### src/rtl/pc_stall_watchdog.sv
// PC-progress monitor: flags a hang when the PC holds for STALL_LIMIT compares.
// Optional recent-PC trace buffer enabled by defining PCWD_TRACE_BUF_EN.
module pc_stall_watchdog #(
    parameter int XLEN        = 32,
    parameter int CNT_W       = 16,
    parameter int STALL_LIMIT = 64,
    parameter int TRACE_DEPTH = 8
) (
    input  logic                           clk,
    input  logic                           reset_n,
    input  logic                           enable,
    input  logic                           clear,
    input  logic [XLEN-1:0]                pc_in,
    input  logic [XLEN-1:0]                instr_in,
    output logic                           stuck,
    output logic                           stuck_pulse,
    output logic [XLEN-1:0]                stuck_pc,
    output logic [XLEN-1:0]                stuck_instr,
    output logic [CNT_W-1:0]               stall_cnt,
    output logic [CNT_W-1:0]               max_stall,
    input  logic [$clog2(TRACE_DEPTH)-1:0] trace_idx,
    output logic [XLEN-1:0]                trace_pc,
    output logic [$clog2(TRACE_DEPTH):0]   trace_count
);
    localparam int IDX_W = $clog2(TRACE_DEPTH);

    typedef enum logic [1:0] {PRIME, RUN, STUCK} state_t;

    state_t            state, state_n;
    logic [XLEN-1:0]   last_pc;
    logic [CNT_W-1:0]  cnt_n;
    logic              load_pc, push, trigger;

    always_ff @(posedge clk or negedge reset_n) begin
        if (!reset_n) state <= PRIME;
        else          state <= state_n;
    end

    // clear overrides everything, including a same-cycle trigger or PC advance
    always_comb begin
        state_n = state;
        cnt_n   = stall_cnt;
        load_pc = 1'b0;
        push    = 1'b0;
        trigger = 1'b0;
        if (clear) begin
            cnt_n   = '0;
            load_pc = 1'b1;
            if (state == STUCK) state_n = RUN;
        end else if (enable) begin
            case (state)
                PRIME: begin
                    load_pc = 1'b1;
                    push    = 1'b1;
                    cnt_n   = '0;
                    state_n = RUN;
                end
                default: begin
                    if (pc_in == last_pc) begin
                        cnt_n = (stall_cnt == '1) ? stall_cnt : stall_cnt + CNT_W'(1);
                    end else begin
                        cnt_n   = '0;
                        load_pc = 1'b1;
                        push    = 1'b1;
                    end
                end
            endcase
            if (state == RUN && cnt_n == CNT_W'(STALL_LIMIT)) begin
                trigger = 1'b1;
                state_n = STUCK;
            end
        end
    end

    assign stuck = (state == STUCK);

    always_ff @(posedge clk or negedge reset_n) begin
        if (!reset_n) begin
            last_pc     <= '0;
            stall_cnt   <= '0;
            max_stall   <= '0;
            stuck_pulse <= 1'b0;
            stuck_pc    <= '0;
            stuck_instr <= '0;
        end else begin
            if (load_pc) last_pc <= pc_in;
            stall_cnt   <= cnt_n;
            max_stall   <= (cnt_n > max_stall) ? cnt_n : max_stall;
            stuck_pulse <= trigger;
            if (trigger) begin
                stuck_pc    <= last_pc;
                stuck_instr <= instr_in;
            end
        end
    end

`ifdef PCWD_TRACE_BUF_EN
    logic [XLEN-1:0]  mem [TRACE_DEPTH];
    logic [IDX_W-1:0] wptr, rd_ptr;
    logic [IDX_W:0]   tcnt;

    always_ff @(posedge clk) begin
        if (push) mem[wptr] <= pc_in;
    end

    always_ff @(posedge clk or negedge reset_n) begin
        if (!reset_n) begin
            wptr <= '0;
            tcnt <= '0;
        end else if (push) begin
            wptr <= wptr + IDX_W'(1);
            if (tcnt != (IDX_W+1)'(TRACE_DEPTH)) tcnt <= tcnt + (IDX_W+1)'(1);
        end
    end

    // index 0 is the most recently written entry
    assign rd_ptr      = wptr - IDX_W'(1) - trace_idx;
    assign trace_pc    = ({1'b0, trace_idx} < tcnt) ? mem[rd_ptr] : '0;
    assign trace_count = tcnt;
`else
    logic unused_sig;
    assign unused_sig  = ^{trace_idx, push};
    assign trace_pc    = '0;
    assign trace_count = '0;
`endif

endmodule

### config.mk
export PLATFORM = sky130hd
export DESIGN_NAME = pc_stall_watchdog
export DESIGN_NICKNAME = d
export VERILOG_FILES = /design/src/rtl/pc_stall_watchdog.sv
export SDC_FILE = /design/constraint.sdc
export NUM_CORES = 1
export LEC_CHECK = 0
export CORE_UTILIZATION = 51
export CTS_BUF_LIST = sky130_fd_sc_hd__clkbuf_4 sky130_fd_sc_hd__clkbuf_8 sky130_fd_sc_hd__clkbuf_16
export CTS_CLUSTER_DIAMETER = 200
export DETAILED_ROUTE_END_ITERATION = 8
export GPL_TIMING_DRIVEN = 0
export HOLD_SLACK_MARGIN = 0.05
export PLACE_DENSITY = 0.86
export SLEW_MARGIN = 20
export SYNTH_ARGS = -nofsm -noshare
export SYNTH_HDL_FRONTEND = slang
export SYNTH_SLANG_ARGS = --single-unit
export TNS_END_PERCENT = 100
### constraint.sdc
create_clock -name clk -period 10.16 [get_ports clk]
set_clock_uncertainty 0.05 [all_clocks]
set_input_delay 1.524 -clock clk [delete_from_list [all_inputs] [get_ports clk]]
set_output_delay 1.524 -clock clk [all_outputs]
set_load 0.005 [all_outputs]
==> metrics <==
Worst-path clk slew=0.06 ns; Setup Buffers After CTS=0; start-to-end type of the worst setup path=input port to flop; Leakage=4.37 nW; cell types occupying the most area after synthesis=dfrtp_1 48%, mux2_2 11%, mux2_4 8.4%; starting utilization of the core area=53.2%; async set-or-reset flop fraction in the synthesized netlist=100%; min-delay worst type=flop to flop; number of synthesis warnings=0; count of antenna diodes in the layout=0; post-cts hold buffer count=0; instance count of the mapped netlist=562; pin count of the biggest net entering global routing=84; vias in the first global route=5505; DIE HEIGHT=118 um; detailed router's first-iteration violation count=297; area of the core region=12800 um2; Cell Area, Synth=6820 um2; RePlAce Congestion=0.874; remaining global-route overflow=0; number of failing hold endpoints at the final stage=0; cell area after placement=8840 um2; post_cts resized=0; Main synth FF type=dfrtp_1; Total Wirelength=17800 um; vias post-DR=5206; power density normalized to cell area=138 nW/um2; Final Max Tran Viols=0; biggest fanout along the worst timing path=10; final worst path period share=62.0%; Worst Path Required=10.42 ns; Setup crit end kind=flop; number of max-cap violations=0; cell type with the highest aggregate area in the netlist=dfrtp_1; Cell variety after synth=62; average cell area after synthesis=12.1 um2; number of buffers created by CTS=17; Sum Neg Setup Slack=0 ns; Root Driver=clkbuf_16; drt first pass iters=4; vias per cell=5.39; maximum level of the CTS H-tree=4; status=finished, final reports clean; number of rows created at floorplan=41; RSZ-0062 raised after global routing=false; shortest period the worst path allows=6.30 ns; TritonCTS clock tree=done; remaining number of nets flagged by the antenna check after routing=0; number of clock sinks seen by CTS=131; flip-flop and latch count after synthesis=131; number of remaining DRC errors=0; headroom to the max-slew limit=56.0%; detailed placer's ending HPWL=12900 um; transition at the pin with the smallest max-transition slack=0.660 ns; overall fraction of global-route tracks in use=26.7%; maximum achievable frequency=0.159 GHz; horizontal die dimension=118 um; Worst EP arrival=6.56 ns; synthesis-to-layout area growth=38.9%; maximum number of buffers from clock root to sink=2; wire length of the first global-routing pass=28700 um; dominant cell by count in the synthesized netlist=dfrtp_1; quantity of I/O buffers inserted on ports=164; Non-Filler Cell Area, Final=9480 um2; Skew-Pair Late Insertion Delay=0.43 ns; fraction of layout instances using a drive strength above 1=25.2%; number of nets in the layout=869; maximum vdd drop=0.000108 V; die footprint=13800 um2; number of enable-type register cells in the synthesized netlist=0; most frequent cells after synthesis=131 x dfrtp_1, 66 x mux2_2, 39 x buf_4, 38 x mux2_4; Fin Hold WS=0.450 ns; Worst setup SP type=input port; area share of the largest cell type after synthesis=48.1%; number of antenna violations at the first check in global routing=0; sequential area share after synthesis=48.1%; final setup fails=0; # IOs=205; Routed wire per std cell=18.4 um; fill cell instance count of the final layout=867
==> state kept, by name (all words and copies together), names as in the netlist <==
register	count
stuck_instr	32
state	2
max_stall	16
stuck_pulse	1
stall_cnt	16
last_pc	32
stuck_pc	32
==> metal layers <==
metal	GRT usage, %	vias to the layer above	wire (um)
met5	0	-	0
li1	-	2373	-
met2	46.3	210	9000
met3	7.90	44	1300
met4	11.7	0	518
met1	30.5	2579	6950
==> final timing paths <==
kind,from,endpoint,slack [ns],cells after the start
max reg2reg,last_pc[9],max_stall[12],4.98,14
max in group asynchronous,reset_n,max_stall[14],8.29,2
min in group asynchronous,reset_n,stuck_pc[2],0.98,1
max,pc_in[9],max_stall[12],3.86,15
min,stuck_pc[13],stuck_pc[13],0.45,1
min reg2reg,stuck_pc[13],stuck_pc[13],0.45,1
==> layout by cell type (no fill, tap or decap), types with 4 or more instances in the layout <==
cell and instances:
nand3_1 5, nor2b_1 7, nor4_1 8, xor2_1 27, nor3_1 8, nand4_1 11
ha_1 17, xnor2_1 7, nand4b_1 4, buf_6 6, clkbuf_16 17, dfrtp_1 131
a21oi_1 15, inv_1 20, conb_1 36, nand2_1 22, and4_1 5, mux2_2 66
buf_4 39, clkbuf_1 8, nor2_1 27, mux2_4 38, o21ai_0 12, buf_2 6
bufinv_16 4, o21a_1 4, clkdlybuf4s50_1 163, nor4b_1 4
==> critical path, stage by stage <==
cell and delay (ns):
clkdlybuf4s50_1 0.44, xor2_1 0.19, nor4_1 0.40, nand4b_1 0.24, nor3_1 0.46, or4b_2 0.63, a21oi_1 0.28, ha_1 0.30
o21ai_0 0.15, o21bai_1 0.08, a2111oi_0 0.39, o21ai_0 0.22, o21ai_0 0.30, clkbuf_1 0.55, mux2_2 0.40
==> power by group <==
group	switching (W)	internal [W]
combinational	0.0000498	0.0000557
sequential	0.0000114	0.000533
clock	0.000233	0.000426
total	0.000294	0.00102
==> metrics by stage <==
step           worst slack (ns)  power [W]  utilization (%)  std cells
6_report                   3.86    0.00131             73.9        966
5_1_grt                    3.57    0.00135             73.9        966
4_1_cts                    3.81    0.00132             73.9        966
3_5_place_dp               3.53   0.000656             68.9        934
3_3_place_gp               2.62   0.000651             68.7        933
2_1_floorplan              5.00   0.000601                -        597
==> logic make-up after synthesis <==
| kind of cell | count (synthesis) | synth area share, % |
|---|---|---|
| buffers and inverters | 79 | 7.15 |
| flip-flops | 131 | 48.1 |
| AO/OA/AOI/OAI | 66 | 6.49 |
| AND/OR/NAND/NOR | 126 | 10.9 |
| adder cells (fa/ha/maj) | 17 | 3.12 |
| XOR/XNOR | 34 | 4.37 |
| multiplexers | 108 | 19.9 |
| other | 1 | 0.0550 |
==> layout make-up <==
cell class              count  area [um2]  area share (%)
clock buffers              20         460            4.86
flip-flops and latches    131        3280            34.6
plain buffers              59         413            4.36
clock inverters            12         178            1.88
repair buffers            165        1670            17.6
multi-input cells         387        3190            33.6
well taps                 172         215            2.27
inverters                  20        75.1           0.792
Note: power is estimated with default switching activity, not from simulation.
